## src/rtl/tl_tx_tag_allocator.sv

```systemverilog
// PCIe TL requester tag allocator: round-robin tag grant, outstanding bitmap, completion retire.
// Optional per-tag completion timeout when TL_TX_TAG_CPL_TIMEOUT_EN is defined.
module tl_tx_tag_allocator #(
  parameter int REQUESTER_TAG_WIDTH = 10,
  parameter int NUM_TAGS            = 32,
  parameter int CNT_WIDTH           = 6,
  parameter int TIMEOUT_WIDTH       = 16
) (
  input  logic                           clk,
  input  logic                           rst,
  input  logic                           tag_en,
  input  logic                           alloc_req,
  output logic                           alloc_gnt,
  output logic [REQUESTER_TAG_WIDTH-1:0] alloc_tag,
  input  logic                           cpl_valid,
  input  logic [REQUESTER_TAG_WIDTH-1:0] cpl_tag,
  input  logic                           cpl_last,
  output logic                           cpl_unexpected,
  input  logic [REQUESTER_TAG_WIDTH-1:0] chk_tag,
  output logic                           chk_outstanding,
  output logic [REQUESTER_TAG_WIDTH-1:0] tx_last_req_tag,
  output logic [CNT_WIDTH-1:0]           outstanding_cnt,
  output logic                           full,
  output logic                           empty,
  input  logic [TIMEOUT_WIDTH-1:0]       cpl_timeout_limit,
  output logic                           timeout_valid,
  output logic [REQUESTER_TAG_WIDTH-1:0] timeout_tag
);
  localparam int PW = $clog2(NUM_TAGS);
  localparam int TW = REQUESTER_TAG_WIDTH;
  localparam logic [NUM_TAGS-1:0] ONE = {{(NUM_TAGS-1){1'b0}}, 1'b1};

  logic [NUM_TAGS-1:0]  r_outstanding;
  logic [PW-1:0]        r_alloc_ptr;
  logic [CNT_WIDTH-1:0] r_cnt;
  logic [TW-1:0]        r_last_tag;
  logic                 r_unexp;

  logic [PW-1:0]        w_free_idx;
  logic                 w_gnt;
  logic                 w_cpl_hit;
  logic                 w_cpl_rel;
  logic                 w_chk_in_range;
  logic                 w_cpl_in_range;
  logic [NUM_TAGS-1:0]  w_set_mask;
  logic [NUM_TAGS-1:0]  w_cpl_mask;
  logic                 w_to_fire;
  logic [NUM_TAGS-1:0]  w_to_mask;

  // First clear bit at or after the pointer; descending scan lets the nearest offset win.
  always_comb begin
    w_free_idx = r_alloc_ptr;
    for (int i = NUM_TAGS - 1; i >= 0; i--) begin
      logic [PW-1:0] idx;
      idx = r_alloc_ptr + PW'(i);
      if (!r_outstanding[idx]) w_free_idx = idx;
    end
  end

  assign full  = (r_cnt == CNT_WIDTH'(NUM_TAGS));
  assign empty = (r_cnt == '0);
  assign w_gnt = alloc_req & tag_en & ~full & ~rst;

  assign w_cpl_in_range = ((cpl_tag >> PW) == '0);
  assign w_chk_in_range = ((chk_tag >> PW) == '0);
  assign w_cpl_hit  = cpl_valid & w_cpl_in_range & r_outstanding[cpl_tag[PW-1:0]];
  assign w_cpl_rel  = w_cpl_hit & cpl_last;
  assign w_set_mask = w_gnt ? (ONE << w_free_idx) : '0;
  assign w_cpl_mask = w_cpl_rel ? (ONE << cpl_tag[PW-1:0]) : '0;

  assign alloc_gnt       = w_gnt;
  assign alloc_tag       = TW'(w_free_idx);
  assign chk_outstanding = w_chk_in_range & r_outstanding[chk_tag[PW-1:0]];
  assign cpl_unexpected  = r_unexp;
  assign tx_last_req_tag = r_last_tag;
  assign outstanding_cnt = r_cnt;

`ifdef TL_TX_TAG_CPL_TIMEOUT_EN
  logic [TIMEOUT_WIDTH-1:0] r_age [NUM_TAGS];
  logic                     r_to_valid;
  logic [TW-1:0]            r_to_tag;
  logic [NUM_TAGS-1:0]      w_expired;
  logic [PW-1:0]            w_to_idx;

  // A tag retired by its completion this cycle is not also reported as timed out.
  always_comb begin
    w_to_idx = '0;
    for (int i = NUM_TAGS - 1; i >= 0; i--) begin
      w_expired[i] = r_outstanding[i] & (r_age[i] == cpl_timeout_limit) & ~w_cpl_mask[i];
      if (w_expired[i]) w_to_idx = PW'(i);
    end
  end

  assign w_to_fire = |w_expired;
  assign w_to_mask = w_to_fire ? (ONE << w_to_idx) : '0;

  always_ff @(posedge clk) begin
    if (rst) begin
      r_to_valid <= 1'b0;
      r_to_tag   <= '0;
      for (int i = 0; i < NUM_TAGS; i++) r_age[i] <= '0;
    end else begin
      r_to_valid <= w_to_fire;
      r_to_tag   <= w_to_fire ? TW'(w_to_idx) : '0;
      for (int i = 0; i < NUM_TAGS; i++) begin
        if (w_set_mask[i])
          r_age[i] <= '0;
        else if (r_outstanding[i] && (r_age[i] != cpl_timeout_limit))
          r_age[i] <= r_age[i] + 1'b1;
      end
    end
  end

  assign timeout_valid = r_to_valid;
  assign timeout_tag   = r_to_tag;
`else
  logic w_unused_limit;
  assign w_unused_limit = ^cpl_timeout_limit;
  assign w_to_fire      = 1'b0;
  assign w_to_mask      = '0;
  assign timeout_valid  = 1'b0;
  assign timeout_tag    = '0;
`endif

  always_ff @(posedge clk) begin
    if (rst) begin
      r_outstanding <= '0;
      r_alloc_ptr   <= '0;
      r_cnt         <= '0;
      r_last_tag    <= '0;
      r_unexp       <= 1'b0;
    end else begin
      r_outstanding <= (r_outstanding | w_set_mask) & ~(w_cpl_mask | w_to_mask);
      r_cnt         <= r_cnt + CNT_WIDTH'(w_gnt) - CNT_WIDTH'(w_cpl_rel) - CNT_WIDTH'(w_to_fire);
      r_unexp       <= cpl_valid & ~w_cpl_hit;
      if (w_gnt) begin
        r_alloc_ptr <= w_free_idx + 1'b1;
        r_last_tag  <= TW'(w_free_idx);
      end
    end
  end
endmodule

```

## config.mk

```make
export PLATFORM = sky130hd
export DESIGN_NAME = tl_tx_tag_allocator
export DESIGN_NICKNAME = d
export VERILOG_FILES = /design/src/rtl/tl_tx_tag_allocator.sv
export SDC_FILE = /design/constraint.sdc
export NUM_CORES = 1
export LEC_CHECK = 0
export ABC_CLOCK_PERIOD_IN_PS = 5900
export CORE_AREA = 2 2 163 165
export DETAILED_ROUTE_END_ITERATION = 6
export DIE_AREA = 0 0 165 167
export MAX_ROUTING_LAYER = met4
export SLEW_MARGIN = 20
export SYNTH_ARGS = -nofsm -noshare
export SYNTH_HDL_FRONTEND = slang
export SYNTH_SLANG_ARGS = --single-unit
```

## constraint.sdc

```tcl
create_clock -name clk -period 5.9 [get_ports clk]
set_input_delay 1.475 -clock clk [delete_from_list [all_inputs] [get_ports clk]]
set_output_delay 1.475 -clock clk [all_outputs]
set_load 0.02 [all_outputs]
```

==> impl_metrics.py, run 1 <==
metrics = {
    "place": {
        "final_weighted_congestion_in_routability_driven_placement": 1.120,
        "postPlaceCellArea_sq_um": 12350,
        "place_ws_ns": -0.07427,
        "dp_hpwl_mm": 32.52,
        "portBuffers": 46,
    },
    "cells_and_area": {
        "layout.cells.most_common_list": "buf_4 (234), mux4_2 (108), nor2_1 (101)",
        "mostFrequentLayoutCell": "buf_4",
        "register_area_sq_um": 991.0,
        "design_area_sq_um": 12770,
        "fill_cells": 2456,
        "insertedDiodeCount": 0,
        "layout.nets": 1411,
        "multi_input_area_sq_um": 8610,
        "area_growth_syn_to_layout_pct": 26.12,
        "drive_gt1_share_pct": 36.11,
    },
    "drt": {
        "drtIter0Drc": 1371,
        "number_of_vias_in_the_routed_layout": 10905,
        "drt-wirelength-per-cell_um": 24.65,
        "via_per_inst": 6.487,
        "firstDrtPassIters": 5,
        "drt_drc_violations_left": 0,
        "detail-route-antenna-nets": 0,
        "detail_route.wirelength_mm": 41.44,
    },
    "power": {
        "clock_power_share_pct": 21.6,
        "comb_power_share_pct": 55.5,
        "switching_component_of_the_power_uw": 629.7,
        "power.internal_uw": 928.0,
        "cellLeakagePower_nw": 4.822,
        "power.sequential.fraction_pct": 22.9,
        "sw_ratio_pct": 40.43,
        "ir_worst_vdd_mv": 0.2396,
        "power-per-cell-area_nw_per_um2": 122.0,
    },
    "synthesis": {
        "yosysSeqAreaShare_pct": 9.686,
        "post_synth_inst_count": 1163,
        "synthMuxAreaShare_pct": 38.39,
        "combinational_family_with_the_most_area_after_synthesis": "multiplexers",
        "synth-edff-count": 0,
        "ys_ff_latch": 49,
        "synth_flop_cell": "dfxtp_1",
        "yosys.area.top_type_share_pct": 24.02,
        "synthTopCellsByArea": "mux4_2 (24%), dfxtp_1 (9.7%), mux2i_1 (8.7%)",
        "count_of_different_cell_masters_after_synthesis": 89,
        "synth-compound-area-share_pct": 20.46,
        "async_flop_share_pct": 0,
        "post_synth_and_or_nand_nor_area_fraction_pct": 16.59,
        "synth_adder_area_share_pct": 3.039,
        "synth_xor_xnor_area_share_pct": 3.286,
        "post_synth.cell_area_avg_sq_um": 8.708,
        "synthesis.yosys.warnings": 0,
        "synthDominantAreaCellType": "mux4_2",
        "syn-cell-area_sq_um": 10130,
    },
    "timing": {
        "hold-worst-slack_ns": 0.4594,
        "slew_violations": 0,
        "layout_worst_path_cycle_share_pct": 97.91,
        "final.setup_skew_ns": 0.004578,
        "unrepaired_setup_endpoints_after_global_routing": "yes",
        "finalSetupViolations": 0,
        "timing.final.hold_violations": 0,
        "max_freq_ghz": 0.1731,
        "worst_pin_slew_ns": 0.7178,
        "max_slew_margin_pct": 52.05,
        "finalWorstSetupSlack_ns": 0.1231,
        "min_period_ns": 5.777,
        "totalNegativeSetupSlack_ns": 0,
    },
    "floorplanning": {
        "number_of_rows_created_at_floorplan": 59,
        "core_box_area_sq_um": 25760,
        "top_level_ports": 84,
        "dieHeight_um": 167,
        "fp.dieArea_sq_um": 27560,
        "die_width_um": 165,
        "initial_core_util_pct": 39.31,
    },
    "cts": {
        "clock_insertion_delay_worst_skew_ns": 0.30,
        "number_of_sinks_driven_by_the_clock_tree": 49,
        "clock-root-buffer": "clkbuf_16",
        "cts.clk_slew.worst_paths_ns": 0.07,
        "numCtsBuffers": 5,
        "htree_num_levels": 2,
        "cts-root-to-sink-buffers": 2,
        "cts_tree": "done",
    },
    "status": {
        "outcome": "finished clean",
    },
    "worst_setup_path": {
        "critical_path.slowest_cell": "mux4_2",
        "crit_top_cell": "buf_4",
        "cp_data_arrival_time_ns": 4.30,
        "critical_path.max_fanout": 13,
        "worstSetupEndpointType": "primary output",
        "timing.critical_path.from_type": "register",
        "worstPathRequired_ns": 4.43,
        "kind_of_critical_path": "reg -> out",
        "crit_path_max_incr_delay_ns": 0.50,
        "cp_cell_sequence": "inv_2 > ha_1 > buf_12 > buf_4 > mux4_2 > buf_4 > mux4_2 > mux2i_1 > buf_4 > mux2i_1 > nand3_1 > a211oi_2 > o22ai_1 > buf_4 > or2_1 > inv_4 > clkbuf_2",
    },
    "global_routing": {
        "global_route_wire_length_before_repair_mm": 62.56,
        "grt_util_all_layers_pct": 30.69,
        "grt_max_degree": 50,
        "grt_antenna_before_repair": 0,
        "grt.overflow.total": 0,
        "grt_pass1_vias": 10314,
    },
    "flow_run": {
        "maxCapViolCount": 0,
    },
    "hold_path": {
        "worst_hold_path_type": "reg -> reg",
    },
}
==> layout make-up <==
type                            count  area share, %
Inverter                           31         0.9894
Sequential cell                    49          7.759
Timing Repair Buffer              293          19.21
Tap cell                          335          3.282
Clock buffer                        5         0.9796
Clock inverter                      3         0.3723
Multi-Input combinational cell    965          67.41
==> power groups by stage <==
stage	clock, mW	combinational (mW)	sequential [mW]
global placement	0	0.829	0.364
global route	0.355	0.920	0.358
detailed placement	0	0.833	0.364
floorplan	0	0.522	0.369
finish	0.337	0.864	0.357
CTS	0.340	0.842	0.357
==> state kept, by name (all words and copies together), names as in the netlist <==
register and cells:
outstanding_cnt 6, tx_last_req_tag 5, cpl_unexpected 1, r_alloc_ptr 5
r_outstanding 32
==> synthesized netlist by cell type, drive strengths merged (30+ instances only) <==
cell and number:
a211oi 40, a21oi 61, a31oi 30, buf 74, clkbuf 64, dfxtp 49
inv 30, mux2 51, mux2i 88, mux4 108, nand2 76, nor2 109
nor3 34, o21ai 39, xnor2 30
==> critical path, delay by kind of cell (launching register included) <==
family / cells / cell delay, ns
compound gates: 2 / 0.39
fa+ha+maj: 1 / 0.34
buf+inv: 8 / 1.18
flops: 1 / 0.37
mux: 4 / 1.32
simple gates: 2 / 0.39
==> final timing paths <==
path,cells past startpoint,start,slack (ns),to
worst max-delay path,17,r_alloc_ptr[1],0.12,alloc_tag[3]
worst min-delay path,2,tx_last_req_tag[3],0.46,tx_last_req_tag[3]
worst max register to register,21,r_alloc_ptr[1],0.80,r_outstanding[20]
worst min register to register,2,tx_last_req_tag[3],0.46,tx_last_req_tag[3]
==> cells by family (layout without fill, tap and decap cells) <==
group	Yosys count	in the layout
simple gates	339	339
compound gates	296	296
mux	247	247
buf+inv	169	332
flops	49	49
xor+xnor	38	38
fa+ha+maj	24	24
other cells	1	21
==> per-stage QoR <==
stage               cells  utilization, %  power [mW]
floorplan            1183               -      0.8907
global placement     1667           47.94       1.192
detailed placement   1667           47.94       1.198
CTS                  1678           49.08       1.539
global route         1681           49.58       1.633
finish               1681           49.58       1.558
==> timing repair <==
action | in CTS | in global routing
resized for setup | 22 | 32
pin swaps | 4 | 3
hold buffers | 0 | 0
hold endpoints to repair | 0 | 0
endpoints found under the setup margin | 5 | 5
setup buffers | 3 | 3
==> layer usage <==
layer	up-vias	track usage, %	part of all wire, %
met5	-	-	0
met4	0	15.09	6.4
met3	146	4.608	9.6
met2	685	45.60	44
met1	5243	40.64	40
li1	4831	-	-
Power figures use the tool's default switching activity.
==> inputs of run 2 (changes only) <==
==> constraint.sdc (replaced) <==
create_clock -name clk -period 5.9 [get_ports clk]
set_input_delay 1.475 -clock clk [delete_from_list [all_inputs] [get_ports clk]]
set_output_delay 1.475 -clock clk [all_outputs]
set_load 0.1 [all_outputs]
==> run 2 against run 1 <==
  * The run now ends with setup timing left
  * Cell area fell by 2.8%
  * First-iteration DRC count rose by 8.1%
  * Highest routed layer unchanged
  * Critical endpoint unchanged
  * Sequential share of layout area rose by 0.25 points
  * Utilization fell by 1.4 points
  * Clock-buffer cell count rose by 1
  * Power rose by 12%
  * Final cell count fell by 4.5%
  * Combinational power rose by 20%
==> impl_metrics.py, run 2 (synthesized netlist as in run 1, its figures left out) <==
metrics = {
    "floorplanning": {
        "initial_core_util_pct": 39.31,
        "dieHeight_um": 167,
        "number_of_rows_created_at_floorplan": 59,
        "top_level_ports": 84,
        "core_box_area_sq_um": 25760,
        "fp.dieArea_sq_um": 27560,
        "die_width_um": 165,
    },
    "power": {
        "power-per-cell-area_nw_per_um2": 140.9,
        "cellLeakagePower_nw": 4.528,
        "ir_worst_vdd_mv": 0.3403,
    },
    "cts": {
        "cts_hold_buf": 0,
        "numCtsBuffers": 5,
        "cts-root-to-sink-buffers": 2,
        "cts.clk_slew.worst_paths_ns": 0.06,
        "number_of_sinks_driven_by_the_clock_tree": 49,
        "htree_num_levels": 2,
        "clock-root-buffer": "clkbuf_16",
        "cts_tree": "done",
        "clock_insertion_delay_worst_skew_ns": 0.30,
    },
    "timing": {
        "max_slew_margin_pct": 30.74,
        "max_freq_ghz": 0.1693,
        "timing.final.hold_violations": 0,
        "unrepaired_setup_endpoints_after_global_routing": "yes",
        "slew_violations": 0,
        "finalSetupViolations": 1,
        "min_period_ns": 5.908,
        "hold-worst-slack_ns": 0.4544,
        "finalWorstSetupSlack_ns": -0.007568,
        "final.setup_skew_ns": 0.009784,
        "worst_pin_slew_ns": 1.036,
        "totalNegativeSetupSlack_ns": -0.007568,
        "layout_worst_path_cycle_share_pct": 100.1,
    },
    "cells_and_area": {
        "register_area_sq_um": 993.5,
        "layout.cells.most_common_list": "buf_4 (158), mux4_2 (108), nor2_1 (102)",
        "largest_register_ff_count": 32,
        "area_growth_syn_to_layout_pct": 22.54,
        "multi_input_area_sq_um": 8678,
        "layout.nets": 1335,
        "drive_gt1_share_pct": 33.31,
        "mostFrequentLayoutCell": "buf_4",
        "fill_cells": 2472,
        "design_area_sq_um": 12410,
        "largest_register": "r_outstanding",
    },
    "global_routing": {
        "global_route_wire_length_before_repair_mm": 63.54,
        "grt_pass1_vias": 10304,
        "grt_antenna_before_repair": 0,
        "grt_util_all_layers_pct": 31.15,
        "grt_max_degree": 55,
        "grt.overflow.total": 0,
    },
    "flow_run": {
        "maxCapViolCount": 0,
    },
    "hold_path": {
        "hold_path.startpoint": "tx_last_req_tag[3]",
        "hold-path-endpoint": "tx_last_req_tag[3]",
        "hold_path_depth": 2,
        "worst_hold_path_type": "reg -> reg",
    },
    "worst_setup_path": {
        "reg2reg_to": "r_outstanding[7]",
        "r2r-start": "r_alloc_ptr[0]",
        "worst-r2r-cell-count": 21,
        "worstPathRequired_ns": 4.43,
        "critical_path.max_fanout": 10,
        "kind_of_critical_path": "reg -> out",
        "timing.critical_path.from_type": "register",
        "r2r_setup_slack_ns": 0.91,
        "cp_data_arrival_time_ns": 4.43,
        "worstSetupEndpointType": "primary output",
    },
    "drt": {
        "detail_route.wirelength_mm": 42.70,
        "drtIter0Drc": 1482,
        "drt_drc_violations_left": 0,
        "detail-route-antenna-nets": 0,
        "via_per_inst": 6.762,
        "drt-wirelength-per-cell_um": 26.58,
        "number_of_vias_in_the_routed_layout": 10860,
        "firstDrtPassIters": 7,
    },
    "place": {
        "postPlaceCellArea_sq_um": 11800,
        "dp_hpwl_mm": 31.79,
        "portBuffers": 46,
        "final_weighted_congestion_in_routability_driven_placement": 0.9980,
    },
    "status": {
        "violations": "setup timing",
        "outcome": "complete, but fails checks",
    },
}
==> run 2: changes by cell type in the layout (fill, tap and decap cells not counted), sizes merged <==
cell | previous run | this run
buf | 248 | 176
clkdlybuf4s50 | 40 | 38
inv | 31 | 29
bufbuf | 0 | 1
clkbuf | 9 | 8
clkdlybuf4s15 | 1 | 0
clkinvlp | 2 | 3
diode | 0 | 1
==> run 2: worst max path at each step <==
stage / from / end / slack [ns] / depth (start not counted)
floorplan: r_alloc_ptr[2] / alloc_tag[2] / 0.004 / 16
global placement: r_alloc_ptr[3] / alloc_tag[3] / 0.16 / 16
detailed placement: r_alloc_ptr[3] / alloc_tag[3] / 0.14 / 16
CTS: r_alloc_ptr[1] / alloc_tag[3] / 0.007 / 17
global route: r_alloc_ptr[1] / alloc_tag[3] / -0.14 / 15
finish: r_alloc_ptr[0] / alloc_tag[3] / -0.008 / 15
==> run 2: worst max-delay path, cell delays in order (launching register included) <==
cell and delay, ns:
dfxtp_4 0.42, inv_4 0.07, ha_4 0.29, buf_12 0.12, mux4_2 0.63, mux4_2 0.52
nand2b_1 0.20, and2_1 0.21, a32oi_1 0.21, o2111ai_1 0.17, a2111oi_2 0.46, o22ai_2 0.18
buf_4 0.16, or2_4 0.27, inv_8 0.06, buf_12 0.16
==> run 2: per-stage QoR <==
step | setup slack [ns] | std cells | utilization [%] | power [mW]
after floorplan | 0.004444 | 1183 | - | 1.084
after global placement | 0.1650 | 1581 | 45.81 | 1.345
after detailed placement | 0.1408 | 1581 | 45.81 | 1.348
after CTS | 0.006726 | 1593 | 46.89 | 1.711
after global routing | -0.1355 | 1605 | 48.16 | 1.824
final | -0.007568 | 1606 | 48.17 | 1.749
==> run 2: per-layer routing <==
layer  track usage, %  share of wire (%)  up-vias  wire length (um)
li1                 -                  -     4687                 -
met1            41.75                 40     5256             16880
met2            46.67                 45      765             19020
met3            3.362                9.6      152              4087
met4            15.20                6.3        0              2705
met5                -                  0        -                 0
==> run 2: power by group <==
| part | switching [mW] | internal [mW] | leakage [nW] |
|---|---|---|---|
| logic | 0.660 | 0.383 | 4.04 |
| registers | 0.0178 | 0.343 | 0.399 |
| clock network | 0.130 | 0.215 | 0.0890 |
==> run 2: timing repair <==
action                                  4_1_cts  5_1_grt
endpoints found under the setup margin        5        5
gates resized for setup                       8       42
setup buffers                                 3       10
pin swaps                                     2        5
gates cloned                                  1        2
==> run 2: area by class of cell <==
| type | instances | share of cell area (%) |
|---|---|---|
| multi-input cells | 965 | 69.93 |
| repair buffers | 217 | 16.06 |
| flip-flops and latches | 49 | 8.006 |
| well taps | 335 | 3.378 |
| inverters | 31 | 1.149 |
| clock buffers | 6 | 1.119 |
| clock inverters | 2 | 0.3327 |
| diodes | 1 | 0.02017 |
